`src/rtl/ifetch_queue.sv`:
```
// rtl/ifetch_queue.sv - instruction fetch stage with PC-tagged return queue
// Optional feature: define IFQ_BYPASS_EN to forward a returning word straight to the outputs when the queue is empty.
module ifetch_queue #(
  parameter int          DEPTH       = 4,
  parameter logic [15:0] RESET_PC    = 16'h0000,
  parameter logic [3:0]  HALT_OPCODE = 4'hF
) (
  input  logic                     clk,
  input  logic                     rst,
  output logic [15:0]              im_addr,
  output logic                     im_rd_en,
  input  logic [15:0]              im_rdata,
  input  logic                     redirect,
  input  logic [15:0]              redirect_pc,
  input  logic                     deq,
  output logic                     instr_valid,
  output logic [15:0]              instr,
  output logic [15:0]              instr_pc,
  output logic [$clog2(DEPTH):0]   count,
  output logic                     halted
);

  localparam int AW = $clog2(DEPTH);
  localparam int CW = AW + 1;
  localparam logic [CW:0] DEPTH_V = (CW+1)'(DEPTH);

  logic [15:0]   fetch_pc;
  logic          inflight;
  logic [15:0]   inflight_pc;
  logic [15:0]   buf_instr [DEPTH];
  logic [15:0]   buf_pc    [DEPTH];
  logic [AW-1:0] wr_ptr;
  logic [AW-1:0] rd_ptr;

  logic [CW:0]   credits_used;
  logic          buf_empty;
  logic          ret_live;
  logic          ret_halt;
  logic          byp;
  logic          issue;
  logic          deq_fire;
  logic          push;
  logic          pop;

  assign credits_used = {1'b0, count} + {{CW{1'b0}}, inflight};
  assign buf_empty    = (count == '0);
  assign ret_live     = inflight && !redirect;
  // A returning halt word blocks the issue in its own cycle, so nothing past it is fetched.
  assign ret_halt     = ret_live && (im_rdata[15:12] == HALT_OPCODE);

`ifdef IFQ_BYPASS_EN
  assign byp = ret_live && buf_empty;
`else
  assign byp = 1'b0;
`endif

  assign issue    = !rst && !redirect && !halted && !ret_halt && (credits_used < DEPTH_V);
  assign im_rd_en = issue;
  assign im_addr  = fetch_pc;

  assign instr_valid = !buf_empty || byp;
  assign deq_fire    = deq && instr_valid && !redirect;
  assign pop         = deq_fire && !buf_empty;
  assign push        = ret_live && !(byp && deq_fire);

  always_comb begin
    instr    = 16'h0000;
    instr_pc = 16'h0000;
    if (!buf_empty) begin
      instr    = buf_instr[rd_ptr];
      instr_pc = buf_pc[rd_ptr];
    end else if (byp) begin
      instr    = im_rdata;
      instr_pc = inflight_pc;
    end
  end

  always_ff @(posedge clk) begin
    if (push) begin
      buf_instr[wr_ptr] <= im_rdata;
      buf_pc[wr_ptr]    <= inflight_pc;
    end
  end

  always_ff @(posedge clk or posedge rst) begin
    if (rst) begin
      fetch_pc    <= RESET_PC;
      inflight    <= 1'b0;
      inflight_pc <= 16'h0000;
      wr_ptr      <= '0;
      rd_ptr      <= '0;
      count       <= '0;
      halted      <= 1'b0;
    end else if (redirect) begin
      fetch_pc <= redirect_pc;
      inflight <= 1'b0;
      wr_ptr   <= '0;
      rd_ptr   <= '0;
      count    <= '0;
      halted   <= 1'b0;
    end else begin
      inflight <= issue;
      if (issue) begin
        inflight_pc <= fetch_pc;
        fetch_pc    <= fetch_pc + 16'd1;
      end
      if (push) wr_ptr <= wr_ptr + AW'(1);
      if (pop)  rd_ptr <= rd_ptr + AW'(1);
      if (push && !pop)      count <= count + CW'(1);
      else if (pop && !push) count <= count - CW'(1);
      if (ret_halt) halted <= 1'b1;
    end
  end

endmodule

```
`config.mk`:
```
export PLATFORM = sky130hd
export DESIGN_NAME = ifetch_queue
export DESIGN_NICKNAME = d
export VERILOG_FILES = /design/src/rtl/ifetch_queue.sv
export SDC_FILE = /design/constraint.sdc
export NUM_CORES = 1
export LEC_CHECK = 0
export ABC_AREA = 1
export BUFFER_PORTS_ARGS = -buffer_cell sky130_fd_sc_hd__buf_4
export CAP_MARGIN = 5
export CORE_MARGIN = 4
export CORE_UTILIZATION = 60
export DETAILED_ROUTE_END_ITERATION = 6
export PLACE_DENSITY_LB_ADDON = 0.25
export SYNTH_ARGS = -nofsm -noshare
export SYNTH_HDL_FRONTEND = slang
export SYNTH_SLANG_ARGS = --single-unit
```
`constraint.sdc`:
```
create_clock -name clk -period 4.3 [get_ports clk]
set_input_delay 0 -clock clk [delete_from_list [all_inputs] [get_ports clk]]
set_output_delay 0 -clock clk [all_outputs]
set_load 0.01 [all_outputs]
```
==> summary by stage, run 1 <==
Hold path
The startpoint identified for the worst hold timing path is redirect. The worst hold path passes through 5 cells. The worst hold path terminates at im_addr[14]. The worst min-delay path category is input port to register.

Power and ir drop
Net switching is 30.9% of the power. In this run, flip-flops and latches consume 42.7% of the power. The relative contribution of the clock network to total power is 31.0%.

Combinational cells account for 26.3% of the total power. The internal power of the cells totals 3.45 mW. In this run the static leakage power is 3.62 nW. The power density over the cells is 554 nW/um^2.

The peak supply drop is 0.000314 V. The total net switching power is 1.54 mW.

Worst setup path
Of all nets on the critical path, the largest fanout is 34. STA classifies the critical path startpoint as a register. The worst setup path is captured at an output port. The count of cells along the worst register-to-register path is 4. The worst-case register-to-register setup slack is 1.94 ns. Data on the critical path arrives at its endpoint at 3.00 ns. The endpoint of the worst-slack reg-to-reg timing path is rd_ptr[1]. The critical path is of the register to output port type. STA puts the critical path data required time at 4.30 ns.

The worst register-to-register path begins at rd_ptr[1].

Routing
For this run, design rule violations remaining after detail routing come to 0. The first routing iteration left 371 violations. The sum of routed wire length over all layers is 15900 um.

In this run the remaining antenna-violating nets after routing total 0. The number of search-and-repair iterations in the first detailed-routing pass is 5. The via density per instance is 5.53. The total via count in the routed design is 5344. After detailed routing, the average wire length per cell comes to 16.5 um.

Yosys
After synthesis, flip-flops and latches occupy 67.4% of the total area. The net count after synthesis is 728. The synthesis warning total is 0.

The top cell type by area accounts for 53.2% of the synthesized area. Sorting the synthesized cells by area gives the leading types as edfxtp_1, dfrtp_1, nor2_1. The complex-gate fraction of the synthesized area is 8.96%.

The main combinational cell family by area after synthesis is simple AND/OR/NAND/NOR gates. A synthesized cell averages 10.5 um^2. Summing the areas of all fa, ha and maj instances in the mapped netlist gives 1.14% of the synthesized area.

In the synthesized netlist, mux cells make up 0% of the area. Of all cell types, the one taking the most synthesized area is edfxtp_1. The post-synthesis cell count is 686.

In this run, distinct cell masters in the synthesized netlist total 26. The parity-gate share of the synthesized area counting xor and xnor cells is 0%. The post-synthesis instance area is 7220 um^2. The fraction of the mapped netlist area in simple logic gates is 17.9%. The synthesized design contains 169 register bits.

Cells and area
0 antenna diodes ended up in the layout. In the layout the commonest cells are nor2_1, edfxtp_1, nand2_1. The most common cell after layout, fill and taps aside is nor2_1. Cells fill 77.7% of the core in the end.

The net count of the finished layout is 852. Of the cells placed in the final design, the portion with a size suffix greater than 1 is 17.6%. The area growth from synthesis to layout is 24.9%. The finished cells cover 9020 um^2. The filler cells instantiated in the layout total 717.

Timing
The final worst setup slack is 1.30 ns. The upper clock frequency limit is 333 MHz. Measured against its own limit, the worst slew margin works out to 26.1%. At the pin with the least slew margin, the transition time is 1.10 ns. The time the worst path needs with I/O delays and setup is 3.00 ns.

The total count of max-transition violations in the final report came to 0. Summed over all failing endpoints, the final setup total negative slack is 0 ns. Setup violations remaining at the end of the flow were counted as 0.

Of the available clock period, the critical path in the final layout requires 69.7%. Across all hold checks on the routed design, the worst slack comes to 0.0384 ns. Between clock sinks in the finished design, the worst skew comes to 0.00903 ns. The hold violation count in the final report was 0. Setup repair after global routing left no endpoint under its margin.

Die
The die boundary width is 118 um. The core region is 11600 um^2. 90 I/O pins were placed. The floorplan step defined a die boundary enclosing 13900 um^2. The effective utilization at floorplan is 62.2%.

The row count is 39. The die is 118 um tall.

Clocking
Counting along the longest clock path gives a buffer depth of 2. The number of levels in the clock H-tree is 4. The library cell used as clock root buffer is clkbuf_16. The later pin in the worst-skew pair is clocked with a latency of 0.42 ns. TritonCTS built the clock tree. The clock slew at the register clock pins of the worst setup and hold paths is 0.06 ns. The post-CTS resize count is 0. The number of buffers created by CTS is 17. The number of sinks driven by the clock tree is 169.

Outcome
The flow ran to the end, and the final reports show no timing, DRC or antenna violations.

Global route
After global routing the overflow that remains totals 0. The first global-routing pass estimated 26200 um of wire. Entering global routing, the biggest net connects 67 pins. The total routing resource utilization after global routing is 23.8%. The via count of the first global-routing pass was 5342. The number of antenna violations at the first check in global routing came to 0.

Placement
The final weighted congestion in routability-driven placement is 0.825. Prior to clock tree synthesis, the placed netlist has a worst setup slack of 1.81 ns. The placement-stage cell area is 7950 um^2.

The detailed placement HPWL is 9160 um. Input and output buffers added on the ports amount to 89.

Run
The number of maximum-capacitance violations is 0.
[flip-flops by register name (all words and copies together) (netlist names)]
register	count
buf_instr	64
buf_pc	64
count	3
halted	1
im_addr	16
inflight	1
inflight_pc	16
rd_ptr	2
wr_ptr	2
[how the worst max path moves through the flow]
stage | start | end | cells after the start
4_1_cts | rd_ptr[1] | instr_pc[0] | 6
3_5_place_dp | rd_ptr[1] | instr_pc[4] | 6
5_1_grt | rd_ptr[1] | instr_pc[4] | 6
3_3_place_gp | rd_ptr[1] | instr_pc[4] | 6
2_1_floorplan | wr_ptr[0] | buf_instr[2][0] | 4
6_report | rd_ptr[1] | instr_pc[0] | 6
[cell families after synthesis]
kind of cell | Yosys count
AOI/OAI and AO/OA | 124
adders and majority gates | 6
buffers and inverters | 75
DFF | 169
and+or+nand+nor | 312
[area by class of cell]
cell class	instances	area, um^2	area share [%]
clock inverters	11	144	1.60
repair buffers	139	1160	12.9
well taps	143	179	1.98
clock buffers	21	460	5.10
multi-input cells	442	2050	22.7
flip-flops and latches	169	4870	54.0
inverters	41	154	1.71
[worst max-delay path, cell delays in order (launching register included)]
cell and delay (ns):
dfrtp_1 0.35, buf_4 0.35, clkinv_1 0.96, nor2_1 0.39, o21ai_0 0.14, a21oi_1 0.20, buf_4 0.17
[per-layer routing]
layer | global-route usage, % | share of wire (%)
met4 | 9.38 | 2.5
met2 | 40.1 | 50
met5 | 0 | 0
met1 | 29.7 | 42
met3 | 5.72 | 5.9
[per-stage QoR]
stage	instances	power, mW
floorplan	686	2.87
global placement	887	3.39
detailed placement	887	3.44
CTS	966	5.01
global route	966	5.24
finish	966	4.99
[power groups by stage]
stage | logic (mW) | clock network, mW | registers, mW
2_1_floorplan | 0.743 | 0 | 2.13
6_report | 1.31 | 1.55 | 2.13
4_1_cts | 1.32 | 1.56 | 2.13
5_1_grt | 1.46 | 1.64 | 2.15
3_3_place_gp | 1.25 | 0 | 2.14
3_5_place_dp | 1.28 | 0 | 2.16
[synthesized netlist by cell type]
cell and number:
buf_2 13, ha_1 5, buf_6 4, nand3_1 49, nor3_1 2, nand3_2 1, nor2_2 3, nand2_2 3
inv_2 2, dfrtp_1 41, o21ai_1 4, clkinv_1 2, nand4_1 3, edfxtp_1 128, nor3_4 1, clkbuf_1 16
buf_4 1, nor2_1 148, fa_1 1, inv_1 37, nand2_1 100, o21ai_0 77, o21ai_2 6, a22o_1 1
a21oi_1 36, nor2_4 2
[what timing repair did]
item	CTS	global route
buffers inserted	0	0
setup endpoints to repair	0	0
endpoints found under the hold margin	124	0
hold buffers	47	0
Power figures use the tool's default switching activity.
==> run 2, diff against run 1 <==
- ABC_AREA: 1 -> 0
- CORE_UTILIZATION: 60 -> 57
- clock period: 4.3 -> 3.1 ns (I/O delays scaled with it)
==> run 2 against run 1 <==
Net effect:
- clock skew up 0.0015 ns
- die area up 0.67%
- area after synthesis down 4.3%
- count of clock-buffer cells in the layout up 5
- clock power up 32%
- critical path type unchanged
- highest routed layer unchanged
- sequential share of layout area up 2.2 points
- hold slack better by 0.082 ns
==> summary by stage, run 2 <==
Outcome
The flow ran to the end, and the final reports show no timing, DRC or antenna violations.

Run
The number of maximum-capacitance violations is 0.

Clocking
The maximum clock path buffer count is 2. The library cell used as clock root buffer is clkbuf_16. The number of levels in the clock H-tree is 4. Clock-pin slew was measured on the worst setup and hold paths at 0.06 ns. Once the clock tree was built, the resizer swapped 0 gates to a different size. The clock tree from TritonCTS is yes. Clock tree synthesis inserted a total of 17 buffers. The number of setup buffers added after CTS is 0. The number of sinks driven by the clock tree is 169.

The clock latency reported for the late side of the worst-skew pair is 0.40 ns.

Routing
The total via count in the routed design is 4151. Summed over all layers, the routed wires come to 14200 um. The count of nets left with antenna violations once routing finished came out at 0. The routed design uses 7260 um of met2 wire. The routed length on met3 is 844 um. The routed length per placed instance is 19.8 um.

The number of search-and-repair iterations in the first detailed-routing pass is 5. The highest layer touched by signal routing is met4. The number of DRC markers in iteration 0 is 329. After detailed routing, the number of remaining DRC violations is 0. The detailed-route wire length on metal 1 is 5880 um. After detailed routing, the number of vias per cell comes to 5.79.

Worst setup path
The critical path is of the register to output port type. The count of cells along the worst register-to-register path is 8. The top fanout value on the critical path is 20. The worst setup path is captured at an output port. The data arrival time of the critical path is 2.24 ns. The type of element launching the critical path is a register. The required time reported for the critical path endpoint is 3.10 ns.

Timing
The upper clock frequency limit is 447 MHz. Setup violations remaining at the end of the flow were counted as 0. The total count of max-transition violations in the final report is 0. The hold violation count in the final report is 0. The time the worst path needs with I/O delays and setup is 2.24 ns. Adding up every negative setup slack in the final design gives 0 ns.

For the pin with the worst max-slew slack, the measured transition is 0.761 ns. Setup repair after global routing left no endpoint under its margin. Of the available clock period, the critical path in the final layout requires 72.1%.

On the final layout, the worst clock skew is 0.0105 ns. The remaining max-slew budget at the tightest pin is 48.8%.

Cells and area
The area taken by flip-flops and latches is 4870 um^2. At the end of the flow, the number of nets in the layout was 603. The multi-input combinational cells in the finished layout cover a total of 1890 um^2. The design area is 8670 um^2.

Compared with the post-synthesis result, the final layout area differs by 25.4%. The top cell types in the final layout, fill and taps aside, are edfxtp_1, buf_4, nand2_1. The fraction of layout cells with a size suffix above 1 is 28.7%.

The largest registers in the layout are buf_instr (64), buf_pc (64). The number of diodes added for antenna fixing is 0. The most common cell after layout, fill and taps aside is edfxtp_1. Counting the fill cells in the layout gives 693.

Die
The total area inside the core boundary comes to 11700 um^2. In this run the count of I/O pins placed on the die edge is 90. The die is 118 um tall. The die boundary width is 118 um. The effective utilization at floorplan is 59.3%. The die footprint is 13900 um^2.

The row count is 39.

Yosys
The most repeated cell in the gate-level netlist after synthesis is edfxtp_1. The count of flip-flops with a built-in enable after synthesis is 128. Yosys printed 0 warnings. The number of distinct standard cells referenced by the synthesized netlist is 46.

The sequential fraction of the synthesis area is 70.5%. Among all flip-flop cells after synthesis, the most frequent one is edfxtp_1. The commonest cells after synthesis are edfxtp_1, nand2_1, dfrtp_1, and2_1, mux4_2. Yosys attributes the largest share of cell area to edfxtp_1, dfrtp_1, mux4_2. The post-synthesis cell count is 433. The net count after synthesis is 475. The mean post-synth cell area is 16.0 um^2.

The number of synthesized register bits is 169. For this run, asynchronously set or reset flops after synthesis account for 24.3%. Of the post-synthesis cell area, the dominant cell type holds 55.6%. In this run the cell area of the synthesized design comes to 6910 um^2. The largest total area in the synthesized netlist belongs to edfxtp_1.

Placement
Once detailed placement completed, the half-perimeter wirelength came to 8190 um. The placement-stage cell area is 7730 um^2. The number of port buffers is 89. At the end of routability-driven placement, the weighted congestion stood at 0.814.

Global route
The via count of the first global-routing pass is 4436. In the global route stage, overall resource usage came out at 21.5%. The wire length of the first global-routing pass is 23300 um. Entering global routing, the biggest net connects 42 pins. The number of antenna violations at the first check in global routing is 0. For this run the aggregate overflow at the end of global routing stands at 0.

Power and ir drop
IR analysis of the VDD net gives a maximum drop of 0.000495 V. The analysis attributes to cell leakage a power of 3.31 nW. The power density over the cells is 817 nW/um^2.

Hold path
The min-delay analysis places its worst path in the category input port to asynchronous set/reset pin.
[run 2: path summary, 6_finish.rpt]
| check | end | from | slack (ns) |
|---|---|---|---|
| max in group asynchronous | rd_ptr[0] | rst | 2.22 |
| min | inflight | rst | 0.12 |
| min reg2reg | buf_pc[3][5] | inflight_pc[5] | 0.53 |
| min in group clk | buf_instr[3][9] | im_rdata[9] | 0.35 |
| max reg2reg | count[2] | count[0] | 0.95 |
| max | instr_pc[8] | rd_ptr[0] | 0.86 |
[run 2: cell families (layout without fill, tap and decap cells)]
| kind of cell | count (synthesis) | in the layout | synth area share, % |
|---|---|---|---|
| adder cells (fa/ha/maj) | 6 | 6 | 1.20 |
| AO/OA/AOI/OAI | 38 | 38 | 4.09 |
| AND/OR/NAND/NOR | 145 | 145 | 10.7 |
| multiplexers | 33 | 33 | 10.6 |
| buffers and inverters | 36 | 177 | 2.21 |
| flip-flops | 169 | 169 | 70.5 |
| XOR/XNOR | 6 | 6 | 0.760 |
[run 2: report_power, final]
| part | internal [mW] | switching [mW] |
|---|---|---|
| logic | 1.06 | 0.942 |
| clock network | 1.24 | 0.796 |
| registers | 2.75 | 0.298 |
| total | 5.05 | 2.04 |
[run 2: metrics by stage]
stage	hold WS [ns]	cells	setup WS, ns	util (%)	total power, mW
final	0.120	717	0.864	74.3	7.09
after global routing	0.148	717	0.692	74.3	7.45
after CTS	0.115	717	0.793	74.3	7.15
after detailed placement	-0.0137	650	1.00	66.3	5.06
after global placement	-0.0227	650	1.10	66.3	4.99
after floorplan	0.0989	433	1.03	-	4.16
[run 2: metal layers]
layer	vias to the layer above	global-route usage (%)
met2	165	36.1
met5	-	0
met1	2077	28.2
met3	18	4.37
met4	0	7.25
li1	1891	-
[run 2: layout make-up]
class / count / area share, %
flip-flops and latches: 169 / 56.2
clock buffers: 26 / 6.02
repair buffers: 134 / 12.8
well taps: 143 / 2.06
multi-input cells: 228 / 21.8
inverters: 11 / 0.476
clock inverters: 6 / 0.707
[run 2: timing repair]
action,CTS,global route
hold endpoints to repair,125,0
hold buffers,35,0
endpoints found under the setup margin,0,0
[run 2: critical path, stage by stage, from the launching register on]
cell and delay [ns]:
dfrtp_2 0.70, buf_12 0.27, mux4_2 0.51, and2_1 0.19, buf_4 0.15
==> run 3, diff against run 2 <==
- clock period: 3.1 -> 2.1 ns (I/O delays scaled with it)
==> run 3 against run 2 <==
Net effect:
- global-route usage up 0.24 points
- worst setup slack got worse by 0.70 ns
- utilization grew 1.7 points
- design area rose by 2.2%
- highest routed layer unchanged
- hold slack better by 0.064 ns
- sequential share of layout area shrank 1.2 points
- count of clock-buffer cells in the layout fell by 8
- via count down 0.14%
- clock power grew 61%
- sequential power up 44%
- non-clock buffer count increased by 12
- die area did not move
==> summary by stage, run 3 (same netlist as run 2, synthesis figures left out) <==
Die
During I/O placement, the number of pins put on the boundary was 90. The die boundary width is 118 um. The floorplan step set the die height to 118 um. The floorplan step defined a die boundary enclosing 13900 um^2. The initial utilization of the core area, before any placement, comes to 59.3%. The core area is 11700 um^2. The floorplan has 39 rows.

Timing
Setup repair after global routing left no endpoint under its margin. The remaining max-slew budget at the tightest pin is 54.2%. Setup violations remaining at the end of the flow were counted as 0. The pin slew with the least headroom to its limit is 0.682 ns. The total count of max-transition violations in the final report is 0. The worst path uses 92.2% of the clock period.

Across the routed clock network, the largest skew measured is 0.00994 ns. Summed over all failing endpoints, the final setup total negative slack is 0 ns. The time the worst path needs with I/O delays and setup is 1.94 ns. The upper clock frequency limit is 517 MHz. The hold violation count in the final report is 0.

Cells and area
The largest registers in the layout are buf_instr (64), buf_pc (64). From synthesis to final layout, the design area changed by 28.2%. The most common cell after layout, fill and taps aside is edfxtp_1. The number of cells in the finished layout apart from fillers is 729.

In the layout the commonest cells are edfxtp_1, buf_4, nand2_1. The number of diodes added for antenna fixing is 0. Counting the fill cells in the layout gives 699. In the final design database the tool counted 615 nets. The fraction of layout cells with a size suffix above 1 is 30.5%.

Hold path
The worst min-delay path category is input port to asynchronous set/reset pin.

Worst setup path
The worst stage delay on the critical path is 0.54 ns. The slowest stage of the critical path belongs to the cell mux4_2. The required time reported for the critical path endpoint is 2.10 ns. The data arrival time of the critical path is 1.94 ns. The critical path goes through buf_12, mux4_2, and2_1, buf_4.

The critical path is of the register to output port type. Along the worst path, the maximum fanout reaches 25. The critical path capture point type is an output port. STA classifies the critical path startpoint as a register.

Routing
The total via count in the routed design is 4145. The first TritonRoute pass finished after 4 iterations. The antenna violation net count after detailed routing is 0.

In the final routing, the length of wire on met1 measures 6120 um. The number of DRC markers in iteration 0 is 358. For this block, the routed nets add up to 14300 um of wire. The detailed route wirelength on metal2 is 7230 um. The routed length on met3 is 737 um. The post-route DRC violation count is 0. The via density per instance is 5.69. The routed length per placed instance is 19.6 um. The detailed router used layers up to and including met4.

Clocking
The number of sinks driven by the clock tree is 169. The number of buffers created by CTS is 17. The clock slew at the register clock pins of the worst setup and hold paths is 0.06 ns. The number of setup buffers added after CTS is 0.

Counting along the longest clock path gives a buffer depth of 2. The clock latency reported for the late side of the worst-skew pair is 0.42 ns. TritonCTS built the clock tree. The library cell used as clock root buffer is clkbuf_16. The number of levels in the clock H-tree is 4.

Global route
The via count of the first global-routing pass is 4385. In the global route stage, overall resource usage came out at 21.7%. The residual overflow from global routing is 0.

The wire length of the first global-routing pass is 23400 um. The largest net degree at the start of global routing is 35. The number of antenna violations at the first check in global routing is 0.

Power and ir drop
For this design the static power due to leakage is 3.40 nW. Power spread over the standard cell area amounts to 1220 nW/um^2. The peak supply drop is 0.000681 V.

Outcome
The run finished with clean final reports.

Run
Across the run, the number of max-cap violations was 0.

Placement
Detailed placement finished with a half-perimeter wire length of 8800 um. In this run, placement finished with an instance count of 662. Routability-driven placement finished with a final weighted congestion of 0.843.

The number of port buffers is 89.
[run 3: power breakdown]
part,switching [mW],internal [mW]
registers,0.336,4.06
logic,1.49,1.63
clock network,1.20,2.09
total,3.03,7.78
[run 3: worst paths after layout]
check,start,endpoint,slack [ns],cells past startpoint
worst max-delay path,rd_ptr[0],instr_pc[9],0.16,4
worst min-delay path,rst,inflight_pc[12],0.18,4
worst max register to register,count[0],count[1],0.25,4
worst min register to register,inflight_pc[8],buf_pc[2][8],0.52,0
max in group asynchronous,rst,rd_ptr[0],1.55,4
min in group clk,im_rdata[6],buf_instr[0][6],0.33,2
[run 3: critical path: cells and delay by family (launching register included)]
kind,cells,cell delay (ns)
buffers and inverters,2,0.39
DFF,1,0.39
muxes,1,0.54
and+or+nand+nor,1,0.21
[run 3: final cells by class]
cell class / count / area (um^2) / share of cell area (%)
flip-flops and latches: 169 / 4870 / 55.0
multi-input cells: 228 / 1890 / 21.3
repair buffers: 146 / 1250 / 14.1
clock buffers: 18 / 429 / 4.84
clock inverters: 14 / 204 / 2.30
well taps: 143 / 179 / 2.02
inverters: 11 / 41.3 / 0.466
[run 3: repair_timing]
item / in CTS / in global routing
setup endpoints to repair: 0 / 1
endpoints found under the hold margin: 125 / 0
gates resized for setup: 0 / 1
hold buffers: 35 / 0
[run 3: metal layers]
layer,GRT usage [%],up-vias
li1,-,1912
met1,28.8,2082
met2,35.2,133
met3,5.38,18
met4,8.06,0
met5,0,-
[run 3: metrics by stage]
| stage | hold slack [ns] | power (mW) | worst slack (ns) | cell area (um^2) | util [%] |
|---|---|---|---|---|---|
| after global placement | 0.0598 | 7.44 | 0.250 | 7880 | 67.5 |
| after CTS | 0.174 | 10.9 | 0.113 | 8860 | 76.0 |
| after floorplan | 0.0989 | 6.14 | 0.0344 | 6910 | - |
| final | 0.185 | 10.8 | 0.164 | 8860 | 76.0 |
| after detailed placement | 0.0658 | 7.53 | 0.184 | 7880 | 67.5 |
| after global routing | 0.200 | 11.3 | 0.0745 | 8860 | 76.0 |
